File: config.mk
export PLATFORM = sky130hd
export DESIGN_NAME = sme_param
export DESIGN_NICKNAME = d
export VERILOG_FILES = /design/src/rtl/sme_param.sv
export SDC_FILE = /design/constraint.sdc
export NUM_CORES = 2
export LEC_CHECK = 0
export CORE_MARGIN = 1
export CORE_UTILIZATION = 25
export DETAILED_ROUTE_END_ITERATION = 6
export DONT_BUFFER_PORTS = 1
export GPL_TIMING_DRIVEN = 0
export PLACE_DENSITY = 0.47
export SKIP_LAST_GASP = 1
export SLEW_MARGIN = 10
export SYNTH_ARGS = -nofsm -noshare
export SYNTH_HDL_FRONTEND = slang
export SYNTH_SLANG_ARGS = --single-unit
File: constraint.sdc
create_clock -name clk -period 6.3 [get_ports clk]
set_input_delay 0.63 -clock clk [delete_from_list [all_inputs] [get_ports clk]]
set_output_delay 0.63 -clock clk [all_outputs]
set_load 0.005 [all_outputs]
File: src/rtl/sme_param.sv
// sme_param: loads a string and a pattern (^ $ . metas), then scans start positions for the earliest match.
// Latency: hit at start k -> valid k+1 cycles after SEARCH entry; miss -> valid Ls cycles after entry.
// Backpressure: none; chardata is dropped while SEARCH runs. Build macro SME_NOCASE_EN: case-insensitive letters.
module sme_param #(
  parameter int CHAR_W  = 8,
  parameter int STR_MAX = 32,
  parameter int PAT_MAX = 8,
  parameter int IDX_W   = $clog2(STR_MAX)
) (
  input  logic              clk,
  input  logic              reset,
  input  logic [CHAR_W-1:0] chardata,
  input  logic              isstring,
  input  logic              ispattern,
  output logic              valid,
  output logic              match,
  output logic [IDX_W-1:0]  match_index,
  output logic              error,
  output logic              busy
);
  localparam int LS_W = $clog2(STR_MAX + 1);
  localparam int LP_W = $clog2(PAT_MAX + 1);
  localparam int PI_W = (PAT_MAX > 1) ? $clog2(PAT_MAX) : 1;

  localparam logic [CHAR_W-1:0] CH_CARET  = CHAR_W'(8'h5E);
  localparam logic [CHAR_W-1:0] CH_DOLLAR = CHAR_W'(8'h24);
  localparam logic [CHAR_W-1:0] CH_DOT    = CHAR_W'(8'h2E);
  localparam logic [CHAR_W-1:0] CH_SPACE  = CHAR_W'(8'h20);

  typedef enum logic [2:0] {IDLE, RD_STR, RD_PAT, SEARCH, DONE} state_t;

  state_t            state_q, state_d;
  logic [CHAR_W-1:0] str [STR_MAX];
  logic [CHAR_W-1:0] pat [PAT_MAX];
  logic [LS_W-1:0]   ls;
  logic [LP_W-1:0]   lp;
  logic              str_ovf, pat_ovf;
  logic [IDX_W-1:0]  k;

  logic              has_caret, has_dollar;
  logic              body_ok, caret_ok, dollar_ok, hit, last_k, no_search;
  int                ls_i, lp_i, lb_i, k_i;

`ifdef SME_NOCASE_EN
  function automatic logic [CHAR_W-1:0] fold(input logic [CHAR_W-1:0] c);
    if (c >= CHAR_W'(8'h41) && c <= CHAR_W'(8'h5A)) return c | CHAR_W'(8'h20);
    return c;
  endfunction
`endif

  // '.' in the pattern body is a wildcard; everything else compares as a literal.
  function automatic logic chr_eq(input logic [CHAR_W-1:0] p, input logic [CHAR_W-1:0] s);
    if (p == CH_DOT) return 1'b1;
`ifdef SME_NOCASE_EN
    return fold(p) == fold(s);
`else
    return p == s;
`endif
  endfunction

  assign valid = (state_q == DONE);
  assign busy  = (state_q == SEARCH) || (state_q == DONE);

  // Anchor decode and the parallel body compare for the current start position k.
  always_comb begin
    ls_i       = int'(ls);
    lp_i       = int'(lp);
    k_i        = int'(k);
    has_caret  = (lp_i != 0) && (pat[0] == CH_CARET);
    has_dollar = (lp_i != 0) && (pat[PI_W'(lp_i - 1)] == CH_DOLLAR);
    lb_i       = lp_i - int'(has_caret) - int'(has_dollar);
    body_ok    = 1'b1;
    for (int j = 0; j < PAT_MAX; j++) begin
      if (j < lb_i) begin
        if (!chr_eq(pat[PI_W'(j + int'(has_caret))],
                    (k_i + j < STR_MAX) ? str[IDX_W'(k_i + j)] : '0))
          body_ok = 1'b0;
      end
    end
    caret_ok  = !has_caret || (k_i == 0) || (str[IDX_W'(k_i - 1)] == CH_SPACE);
    dollar_ok = !has_dollar || (k_i + lb_i == ls_i) ||
                ((k_i + lb_i < STR_MAX) && (str[IDX_W'(k_i + lb_i)] == CH_SPACE));
    hit       = (k_i + lb_i <= ls_i) && body_ok && caret_ok && dollar_ok;
    last_k    = (k_i == ls_i - 1);
    no_search = (ls_i == 0) || (lb_i <= 0) || str_ovf || pat_ovf;
  end

  // Next-state: isstring beats ispattern; DONE is the single result cycle but can start a new burst.
  always_comb begin
    state_d = state_q;
    case (state_q)
      IDLE:    if (isstring) state_d = RD_STR;
               else if (ispattern) state_d = RD_PAT;
      RD_STR:  if (isstring) state_d = RD_STR;
               else if (ispattern) state_d = RD_PAT;
               else state_d = IDLE;
      RD_PAT:  if (isstring) state_d = RD_STR;
               else if (!ispattern) state_d = no_search ? DONE : SEARCH;
      SEARCH:  if (hit || last_k) state_d = DONE;
      DONE:    if (isstring) state_d = RD_STR;
               else if (ispattern) state_d = RD_PAT;
               else state_d = IDLE;
      default: state_d = IDLE;
    endcase
  end

  // State register, string/pattern capture with sticky overflow, scan position and result registers.
  always_ff @(posedge clk or negedge reset) begin
    if (!reset) begin
      state_q     <= IDLE;
      for (int i = 0; i < STR_MAX; i++) str[i] <= '0;
      for (int i = 0; i < PAT_MAX; i++) pat[i] <= '0;
      ls          <= '0;
      lp          <= '0;
      str_ovf     <= 1'b0;
      pat_ovf     <= 1'b0;
      k           <= '0;
      match       <= 1'b0;
      match_index <= '0;
      error       <= 1'b0;
    end else begin
      state_q <= state_d;
      if (state_q != SEARCH && isstring) begin
        if (state_q != RD_STR) begin
          for (int i = 0; i < STR_MAX; i++) str[i] <= (i == 0) ? chardata : '0;
          ls      <= LS_W'(1);
          str_ovf <= 1'b0;
        end else if (ls_i < STR_MAX) begin
          str[IDX_W'(ls)] <= chardata;
          ls              <= ls + LS_W'(1);
        end else begin
          str_ovf <= 1'b1;
        end
      end else if (state_q != SEARCH && ispattern) begin
        if (state_q != RD_PAT) begin
          for (int i = 0; i < PAT_MAX; i++) pat[i] <= (i == 0) ? chardata : '0;
          lp      <= LP_W'(1);
          pat_ovf <= 1'b0;
        end else if (lp_i < PAT_MAX) begin
          pat[PI_W'(lp)] <= chardata;
          lp             <= lp + LP_W'(1);
        end else begin
          pat_ovf <= 1'b1;
        end
      end
      if (state_q == SEARCH) k <= k + IDX_W'(1);
      else k <= '0;
      if (state_d == DONE && state_q != DONE) begin
        match       <= (state_q == SEARCH) && hit;
        match_index <= ((state_q == SEARCH) && hit) ? k : '0;
        error       <= str_ovf | pat_ovf;
      end
    end
  end
endmodule

## After elaboration in Yosys (flattened, before gate mapping)

Cells that the tools add are included.

| operators by class | value |
|---|---|
| add/subtract/negate cells | 23 |
| $lt $le $gt $ge | 44 |
| equality and inequality tests | 33 |
| muxes and demuxes | 150 |
| bitwise gates (word level) | 23 |
| reduce and logical (&&, ||, !) cells | 34 |

Operators with widths:

| operator | count |
|---|---|
| 2-to-1 mux 256 bit | 2 |
| binary-select mux 8 bit (select 5 bit) | 10 |
| 2-to-1 mux 8 bit | 48 |
| bitwise mux 256 bit | 1 |
| less-than comparator 32 x 7 -> 1 bit, second input constant | 7 |
| binary-select mux 8 bit (select 3 bit) | 9 |
| 2-to-1 mux 64 bit | 2 |
| == test 8 x 6 -> 1 bit, second input constant | 11 |
| bitwise mux 64 bit | 1 |
| == test 8 bit | 8 |
| >= comparator 5 x 6 -> 1 bit, second input constant | 10 |
| 2-to-1 mux 1 bit | 60 |
| inverter 5 bit | 10 |
| demux 8 bit (select 5 bit) | 1 |
| >= comparator 3 x 4 -> 1 bit, second input constant | 9 |
| adder 5 x 3 -> 6 bit, second input constant | 4 |
| demux 8 bit (select 3 bit) | 1 |
| less-than comparator 4 x 6 -> 1 bit, first input constant | 4 |
| inverter 3 bit | 7 |
| 2-to-1 mux 3 bit | 6 |
| adder 3 x 1 -> 3 bit, first input constant | 4 |
| adder 5 x 2 -> 6 bit, second input constant | 2 |
| logical AND 1 bit | 12 |
| less-than comparator 3 x 6 -> 1 bit, first input constant | 2 |
| other kinds (55) | 76 |

| word-level totals | value |
|---|---|
| register bits | 347 |
| input bits | 12 |
| word-level logic and storage cells | 356 |

## Logic depth before layout (Yosys ltp)

| logic depth | value |
|---|---|
| depth after elaboration | 36 |
| mapped depth | 32 |

## Worst setup path before layout

OpenSTA, ideal clock, no wires.

| timing path | value |
|---|---|
| path kind | flip-flop to flip-flop |
| from | register lp[1] |
| to | register match_index[2] |
| library setup time | 0.147 ns |
| arrival | 6.471 ns |
| setup slack | -0.318 ns |
| cell stages (with the launch flop) | 33 |
| path through | dfrtp_1 -> clkbuf_1 -> inv_1 -> ha_1 -> nor3b_1 -> nor2_1 -> nand3_1 -> inv_2 -> buf_2 -> buf_2 -> buf_2 -> buf_1 -> ha_1 -> ha_1 -> inv_1 -> ha_1 -> inv_1 -> fa_1 -> clkbuf_1 -> clkbuf_1 -> clkinv_1 -> ha_1 -> nor2b_1 -> o21a_1 -> o21a_1 -> o21ai_0 -> nand2b_1 -> a21oi_1 -> or3_1 -> nand3_1 -> nor4_2 -> nand3_4 -> mux2i_1 |

| on the way | value |
|---|---|
| longest elaborated chain between the ends | 35 |
| elaborated cells between the ends (all ways) | 155 |
| classes of those cells | 11 x add/sub; 11 x order compare; 20 x eq/ne; 84 x mux; 10 x bitwise; 19 x reduce/logical |

Ends and longest elaborated chain:

| item | RTL line | RTL |
|---|---|---|
| start: declaration | 36 | `logic [LP_W-1:0] lp;` |
| start signal: assignment | 141 | `lp <= lp + LP_W'(1);` |
| branches (longest 35 deep; another with subtractor 5 x 2 -> 6 bit) | n/a |  |
| end signal: assignment | 150 | `match_index <= ((state_q == SEARCH) && hit) ? k : '0;` |
| end: declaration | 17 | `output logic [IDX_W-1:0] match_index,` |

Several ways; the timed one is not identified. The select of a mux whose other input is x is not followed.
A chain may end at the register's enable or synchronous reset.

## Worst setup path in the final report

| timing path | value |
|---|---|
| from | register k[3] |
| to | register match_index[3] |

| on the way | value |
|---|---|
| longest elaborated chain between the ends | 32 |
| elaborated cells between the ends (all ways) | 127 |
| classes of those cells | 9 x add/sub; 10 x order compare; 13 x eq/ne; 73 x mux; 10 x bitwise; 12 x reduce/logical |

Ends and longest elaborated chain:

| item | RTL line | RTL |
|---|---|---|
| start: declaration | 38 | `logic [IDX_W-1:0] k;` |
| start signal: assignment | 146 | `if (state_q == SEARCH) k <= k + IDX_W'(1);` |
| branches (longest 32 deep; another with less-than comparator 32 x 7 -> 1 bit) | n/a |  |

Several ways; the timed one is not identified. The select of a mux whose other input is x is not followed.

==> metrics.txt <==
final core utilization=29.07%; CP max-delay cell=nor2_1; max_cap viols=0; Post-layout nets=3,424; synthesized area per cell=9.769 µm²; initial antenna violation count=43; Final Hold Fails=221; Crit Path Max Fanout=10; leak pwr=0.01302 µW; die area=130,400 µm²; Critical path buffers and inverters=4; area grow syn2layout=15.19%; CTS Buffer Depth=3; CTS H-tree lvls=2; most frequent cells in the layout=nand3_1, dfrtp_1, o21ai_0, mux4_2, nand2_1; Row Count=131; DP Worst Slack=-3467 ps; Crit. End Element=register; Cell Int Power=7483 µW; GPL Wtd Cong=1.116; port bufs=0; DR pass1 iterations=7; Die W=361.0 µm; Setup-failing EPs final=10; Worst path max stage delay=1180 ps; layout cell share with drive strength beyond 1=22.56%; Post-synth EDFFs=0; Most used DFF post-synth=dfrtp_1; fin crit period=6717 ps; total number of vias=34,910; total grt overflow=0; Filler cells=13,390; gr usage total=39.06%; syn_nets=3,347; CP Launch Type=register; sequential share of power=19.4%; worst min-delay path category=input port to asynchronous set/reset pin; length of routed wiring on met1=101,200 µm; CTS Buf Count=44; Power Density=471.9 nW/µm²; detail-routed net length per standard cell=51.20 µm; Rel. slew slack=-16.51%; Clock Power Share=14.9%; remaining antenna violation count=0; CTS Root Cell=clkbuf_16; largest net degree at the start of global routing=348; failing checks=design-rule violations, negative hold slack, max-slew violations, negative setup slack; first-pass GRT wire length=336,400 µm; hold slack final=-296.1 ps; final worst-path setup slack=-416.9 ps; area of the multi-input gates=22,570 µm²; share of power burned in combinational logic=65.7%; required time of the critical path=6800 ps; Post-Syn Area=32,230 µm²; Die Ht=361.0 µm; worst-case clock skew=24.61 ps; crit-path cells=buf_4, buf_1, nand2_1, nor2_1, a22oi_1, nand4_1, xor2_1, nand4_1, o21ai_0, o311ai_1, a2111oi_4, buf_4, nand3_4, buf_12, mux2i_1; # clock sinks=347; total length of routed wires=260,200 µm; Yosys reg bits=347; outcome=finished with violations; Clock Latency Late Sink=660 ps; CP arrival=7220 ps; DRT iter0 DRCs=5,244; Reg clk slew, reported paths=60 ps; core box area=127,700 µm²; worst vdd ir=0.2644 mV; Ports=21; sw frac=57.28%; vias per inst=6.870; detailed placement HPWL=201,700 µm; # DRC=1; most common cell after layout, fill and taps aside=nand3_1; DR WL met3=31,100 µm; CTS tree=yes; Layout Cells excl Fill=5,082; Yosys cell types=90; CP Class=register to register; vias in the first global route=32,060; Warnings, synthesis=0; Met2 Routed Length=105,400 µm; Cells after DPL=4,978; crit share post-route=106.6%; ys async rst share=100.0%; Initial Utilization=25.24%; Slew @ Worst Pin=1748 ps; register area share after synthesis=26.94%; Post-Syn Instances=3,299; f_max=148.9 MHz; Net Switching=10,040 µW; top sig layer=met5; CP delay by family, top=simple AND/OR/NAND/NOR gates; Slew Limit Fails=119; Reg area=8687 µm²
-- worst paths after layout --
kind                                  start  cells after the start             end  slack (ps)
worst min register to register        match                      2           match         500
worst max-delay path                   k[3]                     15  match_index[3]        -420
worst min-delay path                  reset                      0           match        -300
min in group clk                chardata[7]                      1         pat[63]         120
worst max register to register         k[3]                     15  match_index[3]        -420
max in group asynchronous             reset                      0        str[252]        5230
-- cell families after synthesis --
| group | synth area share (%) |
|---|---|
| and+or+nand+nor | 17.70 |
| adders and majority gates | 1.421 |
| AOI/OAI and AO/OA | 14.02 |
| xor gates and xnor gates | 2.659 |
| buffers and inverters | 5.373 |
| DFF | 26.94 |
| muxes | 31.88 |
-- stage by stage --
stage               power [µW]  instance area, µm²  setup TNS (ps)
CTS                      16720               36740               0
global route             17590               37090          -2.243
finish                   17520               37120           -3483
floorplan                 8382               32250               0
global placement         13620               34330          -40130
detailed placement       13610               34640          -34000
-- layer usage --
layer / vias to the layer above / GRT usage, %
met4: 6 / 26.27
met5: - / 0
met3: 723 / 13.45
met2: 2801 / 55.43
met1: 18360 / 49.73
li1: 13020 / -
-- power groups by stage --
stage,logic (µW),registers (µW),clock network [µW]
after floorplan,5620,2760,0
after global placement,10300,3340,0
after detailed placement,10300,3340,0
after CTS,10800,3300,2640
after global routing,11500,3330,2720
final,11500,3410,2600
-- synthesized netlist by cell type (42+ instances only) --
library cell  instances  area [µm²]
nor2_1              131       491.7
mux2_2               47       529.3
xor2_1               42       367.9
dfrtp_1             347        8683
nand2_1             313        1175
nand3_1             369        1847
clkbuf_1            136       510.5
o21ai_0             348        1742
mux2i_1             254        2542
buf_2                65       325.3
nor3_1               87       435.4
mux4_2              314        7072
a21oi_1              80       400.4
nor4_1               46       287.8
-- what timing repair did --
| action | in CTS | in global routing |
|---|---|---|
| buffers inserted | 14 | 8 |
| endpoints found under the setup margin | 10 | 10 |
| pin swaps | 13 | 13 |
| endpoints found under the hold margin | 347 | 347 |
| resized for setup | 130 | 73 |
-- sequential cells by signal (all words and copies together) (netlist names), 3 cells and up --
name	cells
lp	4
pat	64
str	256
state_q	3
match_index	5
k	5
ls	6
-- layout make-up --
| class | count | share of cell area, % |
|---|---|---|
| Antenna cell | 12 | 0.08089 |
| Buffer | 284 | 4.705 |
| Clock buffer | 59 | 3.360 |
| Clock inverter | 19 | 0.5325 |
| Inverter | 38 | 0.4516 |
| Multi-Input combinational cell | 2622 | 60.80 |
| Sequential cell | 347 | 23.40 |
| Tap cell | 1662 | 5.602 |
| Timing Repair Buffer | 39 | 1.068 |
Note: power is estimated with default switching activity, not from simulation.
